$ cat config.mk
export PLATFORM = sky130hd
export DESIGN_NAME = vedic_multiplier_4x4_using_2x2
export DESIGN_NICKNAME = d
export VERILOG_FILES = /design/src/rtl/vedic_multiplier_4x4_using_2x2.sv
export SDC_FILE = /design/constraint.sdc
export NUM_CORES = 1
export LEC_CHECK = 0
export ABC_AREA = 1
export CORE_MARGIN = 5
export CORE_UTILIZATION = 47
export DETAILED_ROUTE_END_ITERATION = 8
export GPL_ROUTABILITY_DRIVEN = 0
export PLACE_DENSITY = 0.77
export SYNTH_ARGS = -nofsm -noshare
export SYNTH_HDL_FRONTEND = slang
export SYNTH_SLANG_ARGS = --single-unit
$ cat constraint.sdc
create_clock -name clk -period 0.8 [get_ports clk]
set_input_delay 0.08 -clock clk [delete_from_list [all_inputs] [get_ports clk]]
set_output_delay 0.08 -clock clk [all_outputs]
set_load 0.02 [all_outputs]
$ cat src/rtl/vedic_multiplier_4x4_using_2x2.sv
// vedic_multiplier_4x4_using_2x2
// Registered 4x4 unsigned multiplier in Urdhva-Tiryagbhyam (Vedic) style.
// The operands are split into 2-bit halves and four 2x2 Vedic cells form the
// partial products Q0..Q3. Three ripple adders built from half/full adders
// then merge them into the 8-bit product, which is registered once.
//
// Ports:
//   clk       rising-edge clock for all state
//   rst_n     asynchronous active-low reset (clears product and out_valid)
//   in_valid  A/B carry a new operand pair this cycle
//   A, B      4-bit unsigned multiplicand / multiplier
//   product   registered 8-bit A*B, held while no new pair arrives
//   out_valid product holds a result captured on the previous in_valid cycle
module vedic_multiplier_4x4_using_2x2 (
  input  logic       clk,
  input  logic       rst_n,
  input  logic       in_valid,
  input  logic [3:0] A,
  input  logic [3:0] B,
  output logic [7:0] product,
  output logic       out_valid
);

  // Half adder, returned as {carry, sum}.
  function automatic logic [1:0] half_add(input logic x, input logic y);
    return {x & y, x ^ y};
  endfunction

  // Full adder, returned as {carry, sum}.
  function automatic logic [1:0] full_add(input logic x, input logic y, input logic ci);
    return {(x & y) | (ci & (x ^ y)), x ^ y ^ ci};
  endfunction

  // 2x2 Vedic cell: vertical product on bit 0, crosswise products summed by a
  // half adder for bit 1, then the left vertical product plus that carry
  // gives bits 3:2.
  function automatic logic [3:0] vedic_2x2(input logic [1:0] a, input logic [1:0] b);
    logic [1:0] h1;
    logic [1:0] h2;
    h1 = half_add(a[1] & b[0], a[0] & b[1]);
    h2 = half_add(a[1] & b[1], h1[1]);
    return {h2[1], h2[0], h1[0], a[0] & b[0]};
  endfunction

  // 4-bit ripple adder that keeps its carry-out as bit 4.
  function automatic logic [4:0] ripple_add4c(input logic [3:0] x, input logic [3:0] y);
    logic [3:0] s;
    logic [1:0] st;
    logic       c;
    st   = half_add(x[0], y[0]);
    s[0] = st[0];
    c    = st[1];
    for (int i = 1; i < 4; i++) begin
      st   = full_add(x[i], y[i], c);
      s[i] = st[0];
      c    = st[1];
    end
    return {c, s};
  endfunction

  // 5-bit ripple adder; the final carry is dropped because the operands fed
  // here can never overflow five bits.
  function automatic logic [4:0] ripple_add5(input logic [4:0] x, input logic [4:0] y);
    logic [4:0] s;
    logic [1:0] st;
    logic       c;
    c = 1'b0;
    for (int i = 0; i < 5; i++) begin
      st   = full_add(x[i], y[i], c);
      s[i] = st[0];
      c    = st[1];
    end
    return s;
  endfunction

  // 4-bit ripple adder without carry-out; used for the top nibble, whose sum
  // is bounded by 225 >> 4 = 14 and so never carries out.
  function automatic logic [3:0] ripple_add4(input logic [3:0] x, input logic [3:0] y);
    logic [3:0] s;
    logic [1:0] st;
    logic       c;
    c = 1'b0;
    for (int i = 0; i < 4; i++) begin
      st   = full_add(x[i], y[i], c);
      s[i] = st[0];
      c    = st[1];
    end
    return s;
  endfunction

  logic [3:0] q0;
  logic [3:0] q1;
  logic [3:0] q2;
  logic [3:0] q3;
  logic [4:0] s1;
  logic [4:0] s2;
  logic [3:0] s3;
  logic [7:0] result;

  // Combinational product: four 2x2 cells give the partial products, the
  // two middle (weight 4) terms are summed, the upper half of Q0 is folded
  // in, and whatever spills above bit 3 joins Q3 in the top nibble.
  always_comb begin
    q0     = vedic_2x2(A[1:0], B[1:0]);
    q1     = vedic_2x2(A[3:2], B[1:0]);
    q2     = vedic_2x2(A[1:0], B[3:2]);
    q3     = vedic_2x2(A[3:2], B[3:2]);
    s1     = ripple_add4c(q1, q2);
    s2     = ripple_add5(s1, {3'b000, q0[3:2]});
    s3     = ripple_add4(q3, {1'b0, s2[4:2]});
    result = {s3, s2[1:0], q0[1:0]};
  end

  // Output register: capture on in_valid, otherwise hold the product and
  // drop out_valid. Reset clears both immediately and discards any pair
  // that was waiting to be captured.
  always_ff @(posedge clk or negedge rst_n) begin
    if (!rst_n) begin
      product   <= 8'h00;
      out_valid <= 1'b0;
    end else begin
      out_valid <= in_valid;
      if (in_valid) begin
        product <= result;
      end
    end
  end

endmodule

# After elaboration in Yosys (flattened, before gate mapping)
# Cells that the tools add are included.
totals:
  in_bits: 11
  rom_bits: 0
  latchBits: 0
  output_inout_bits: 9
  ff_bits: 9
  wordCells: 76
  memories: 0
  ram_bits: 0
op_classes:
  reduce_logical: 0
  muxes: 0
  order_cmp: 0
  n_mul: 0
  shift: 0
  n_bitwise: 74
  eq_ne: 0
  add_sub_neg: 0
  n_div: 0
ops:
  columns: ["op", "n"]
  rows:
  - ["bitwise AND 1 bit", 41]
  - ["XOR 1 bit", 27]
  - ["bitwise OR 1 bit", 6]

# Depth between registers and ports, before layout
logic_depth:
  depth_word: 15
  mapped_depth: 18
  ltp_nobuf: 18

# Least setup slack after synthesis
# Ideal clock, no wire load.
synth_timing:
  path_type: "in2reg"
  startpoint: "in A[3]"
  endpoint: "reg product[6]"
  stages: 15
  setup_time_ns: 0.117
  arrival_ns: 2.856
  path_buffers: 0
  setup_slack_ns: -2.173
  required_ns: 0.683
  path_cell_list: "nand2_1 -> inv_1 -> ha_1 -> fa_1 -> fa_1 -> inv_1 -> fa_1 -> inv_1 -> ha_1 -> inv_1 -> fa_1 -> inv_1 -> fa_1 -> nand2_1 -> nand2_1"
synth_via:
  elab_chain_len: 13
  word_cells_on_any_way: 42
  cone_classes: "42 x bitwise"
synth_rtl:
  columns: ["element", "line", "source"]
  rows:
  - ["start: declaration", "18", "input logic [3:0] A,"]
  - ["bitwise AND 1 bit", "40", "h1 = half_add(a[1] & b[0], a[0] & b[1]);"]
  - ["XOR 1 bit", "26", "return {x & y, x ^ y};"]
  - ["XOR 1 bit", "31", "return {(x & y) | (ci & (x ^ y)), x ^ y ^ ci};"]
  - ["bitwise AND 1 bit or XOR 1 bit (tied branches)", "31", null]
  - ["bitwise OR 1 bit or XOR 1 bit (tied branches)", "31", null]
  - ["bitwise AND 1 bit", "31", null]
  - ["bitwise OR 1 bit", "31", null]
  - ["XOR 1 bit or bitwise AND 1 bit (tied branches)", "31", null]
  - ["XOR 1 bit (2 in a row)", "31", null]
  - ["bitwise AND 1 bit", "31", null]
  - ["bitwise OR 1 bit", "31", null]
  - ["XOR 1 bit *", "31", null]
  - ["via result[6]", "98", "logic [7:0] result;"]
  - ["end signal: assignment", "124", "product <= result;"]
  - ["end: declaration", "20", "output logic [7:0] product,"]
# The timed path passes the listed nets; every way through them passes the cells marked *.
# A chain may end at the register's enable or synchronous reset.

# Final worst setup path
layout_timing:
  startpoint: "in B[3]"
  endpoint: "reg product[6]"
layout_via:
  elab_chain_len: 13
  word_cells_on_any_way: 42
  cone_classes: "42 x bitwise"
layout_rtl:
  columns: ["element", "line", "source"]
  rows:
  - ["start: declaration", "19", "input logic [3:0] B,"]
  - ["bitwise AND 1 bit", "40", null]
  - ["XOR 1 bit", "26", null]
  - ["XOR 1 bit", "31", null]
  - ["bitwise AND 1 bit or XOR 1 bit (tied branches)", "31", null]
  - ["bitwise OR 1 bit or XOR 1 bit (tied branches)", "31", null]
  - ["bitwise AND 1 bit", "31", null]
  - ["bitwise OR 1 bit", "31", null]
  - ["XOR 1 bit or bitwise AND 1 bit (tied branches)", "31", null]
  - ["XOR 1 bit (2 in a row)", "31", null]
  - ["bitwise AND 1 bit", "31", null]
  - ["bitwise OR 1 bit", "31", null]
  - ["XOR 1 bit *", "31", null]
  - ["via result[6]", "98", null]
# Marks and branches as above.

==> reports/metrics.cfg <==
[yosys]
yosysWarnings=0
yosys_most_used_dff=sky130_fd_sc_hd__dfrtp_1
avgSynthCellArea_sq_um=8.005
synth_simple_gate_area_share_pct=18.02
post-synth-top-count-cell=sky130_fd_sc_hd__nand2_1
mappedNetlistNets=128
synth_cell_type_count=10
synthAdderAreaFrac_pct=36.04
seq_cells_post_synth=9
netlist_instances=98
synth_compound_area_share_pct=1.754
yosysSeqAreaShare_pct=28.71
synth_enable_flop_cells=0
mappedNetlistArea_sq_um=784.5
yosysTopAreaCell=sky130_fd_sc_hd__dfrtp_1
dominant_combinational_cell_family_by_area_after_synthesis=adder cells
synth.mux.area_fraction_pct=0
synth-xor-area-share_pct=1.116
synth.top_cells.by_count=sky130_fd_sc_hd__nand2_1 (35), sky130_fd_sc_hd__inv_1 (29), sky130_fd_sc_hd__ha_1 (13)
synth_largest_type_area_fraction_pct=28.71
postSynth.asyncResetShare_pct=100.0
synth.top_cells.by_area=sky130_fd_sc_hd__dfrtp_1 (29%), sky130_fd_sc_hd__ha_1 (21%), sky130_fd_sc_hd__nand2_1 (17%)

[cts]
cts_buffers=3
cts_tree=done
cts.clk_slew.worst_paths_ns=0.07
clk_root_buffer_cell=sky130_fd_sc_hd__clkbuf_4
cts.sinks=9
postCtsHoldBufs=0
cts.path.max_buffers=2
insertion_delay_ns=0.27
cts.htree.levels=1

[detailed_routing]
num_vias=774
drt_total_wl_um=2375
number_of_iterations_in_the_first_detailed_routing_pass=4
detail-route-antenna-nets=0
drt_iter0_drcs=29
wl_met2_um=1304
met1_length_um=867
wl_met3_um=130
vias_per_cell=4.962
drt_drc=0
post_drt_wl_per_cell_um=15.22
top_signal_layer_used=met4

[global_routing]
grt_pass1_vias=790
grt_antenna_before_repair=0
gr-usage-all-layers_pct=18.31
grt_pass1_wl_um=3608
grt_start_max_net_pins=11
grt_remaining_overflow=0

[timing]
tightest_slew_ns=0.2161
timing.max_slew.rel_slack_pct=85.49
timing_hold_violations_final=0
worst_clk_skew_ns=0
achievable-frequency_mhz=359.9
final.min_clock_period_ns=2.778
grt_setup_unrepaired=yes
setup_viol=15
post-route-period-util_pct=347.3
final_critical_path_setup_slack_ns=-1.978
finalMaxSlewViolations=0

[power_and_ir_drop]
report.power.total_mw=1.935
ir_drop_worst_case_vdd_mv=0.7027
static-leakage-power_nw=0.7561
power-per-cell-area_nw_per_um2=1427

[cells_and_area]
final_net_count=171
syn_to_final_growth_pct=72.89
diodes_inserted=0
layout-drive-gt1-share_pct=55.00
postLayoutCoreUtil_pct=87.99
layout.filler_cells=68

[setup_path]
max_stage_delay_ns=0.42
timing.setup.critical_path_class=in2reg
crit_path_leading_delay_family=adder cells
crit_path_cell_trace=buf_6 > nand2_4 > inv_2 > ha_4 > fa_2 > fa_2 > inv_2 > fa_1 > inv_2 > ha_4 > inv_2 > fa_2 > inv_2 > fa_2 > nand2_1 > nand2_1
critPathBufInv=6
path_common_cell=sky130_fd_sc_hd__inv_2
startpoint_types=primary input
worst_ep_arrival_time_ns=2.92
path_max_fanout=2
critPathRequiredTime_ns=0.94
timing.critical_path.slowest_stage_cell=sky130_fd_sc_hd__fa_1
worstSetupEndpointType=flop

[outcome]
outcome=complete, but fails checks
failed_checks=setup timing

[flow_run]
cap_violations=0

[placed_design]
port-buffer-count=19
dp.final_hpwl_um=1518

[floorplan]
die_h_um=50.86
starting_utilization_of_the_core_area_pct=50.89
die-area_sq_um=2586
core-area_sq_um=1541
die_width_um=50.86
row_count=14
boundaryPins=20

[worst_hold_path]
min_path_type=in2async

==> what timing repair did <==
item	in CTS	in global routing
buffers inserted	6	0
pin swaps	20	9
setup endpoints to repair	16	15
resized for setup	114	10
==> worst register-to-register path, cell delays in order (launching register included) <==
cell and delay [ns]:
sky130_fd_sc_hd__dfrtp_1 0.40, sky130_fd_sc_hd__buf_4 0.14, sky130_fd_sc_hd__nand2_1 0.08, sky130_fd_sc_hd__nand2_1 0.08
==> through the flow <==
step	setup TNS [ns]	hold slack [ns]	std cells	cell area, sq um	setup slack (ns)
global placement	-14.05	0.3760	146	1172	-2.620
detailed placement	-14.42	0.3770	146	1172	-2.676
finish	-8.051	0.1070	156	1356	-1.978
global route	-8.745	0.1133	156	1356	-2.112
CTS	-7.830	0.1110	156	1325	-1.921
floorplan	-7.891	-0.2156	98	864.6	-1.998
==> worst paths after layout <==
kind	from	to	slack, ns	depth (start not counted)
max	B[3]	product[6]	-1.98	16
min	rst_n	product[7]	0.11	2
max reg2reg	product[6]	product[6]	0	3
min reg2reg	product[3]	product[3]	0.53	2
max in group asynchronous	rst_n	product[6]	0.56	2
min in group clk	B[0]	product[0]	0.18	4
==> cell type report <==
| type | instances | area, sq um | share of cell area [%] |
|---|---|---|---|
| flip-flops and latches | 9 | 225.2 | 16.61 |
| multi-input cells | 59 | 603.1 | 44.46 |
| repair buffers | 38 | 369.1 | 27.21 |
| clock buffers | 4 | 26.28 | 1.937 |
| well taps | 16 | 20.02 | 1.476 |
| inverters | 30 | 112.6 | 8.303 |
==> power breakdown <==
group,internal (mW),leakage [nW],switching (mW)
clock,0.193,0.0150,0.168
sequential,0.533,0.113,0.0580
combinational,0.523,0.628,0.461
==> per-layer routing <==
metal	vias up	global-route usage (%)
met1	367	21.14
met4	0	6.809
li1	366	-
met5	-	0
met2	31	32.23
met3	10	4.651
==> cells by family (layout without fill, tap and decap cells) <==
group / after synthesis / count (layout)
compound gates: 2 / 2
simple gates: 37 / 37
xor+xnor: 1 / 1
fa+ha+maj: 19 / 19
flops: 9 / 9
buf+inv: 30 / 72
==> sequential cells by signal, indices dropped and copies added (netlist names) <==
name and count:
out_valid 1, product 8
==> placed cells by master, fill, tap and decap left out <==
cell type	synthesis	final
sky130_fd_sc_hd__buf_4	0	16
sky130_fd_sc_hd__buf_6	0	19
sky130_fd_sc_hd__buf_8	0	1
sky130_fd_sc_hd__clkbuf_1	0	1
sky130_fd_sc_hd__clkbuf_4	0	3
sky130_fd_sc_hd__clkdlybuf4s50_1	0	2
sky130_fd_sc_hd__dfrtp_1	9	9
sky130_fd_sc_hd__fa_1	6	1
sky130_fd_sc_hd__fa_2	0	5
sky130_fd_sc_hd__ha_1	13	4
sky130_fd_sc_hd__ha_2	0	1
sky130_fd_sc_hd__ha_4	0	8
sky130_fd_sc_hd__inv_1	29	15
sky130_fd_sc_hd__inv_2	1	15
sky130_fd_sc_hd__nand2_1	35	28
sky130_fd_sc_hd__nand2_2	0	3
sky130_fd_sc_hd__nand2_4	0	4
sky130_fd_sc_hd__nand3_1	2	2
sky130_fd_sc_hd__o21ai_2	1	2
sky130_fd_sc_hd__xnor2_1	1	1
Power figures use the tool's default switching activity.
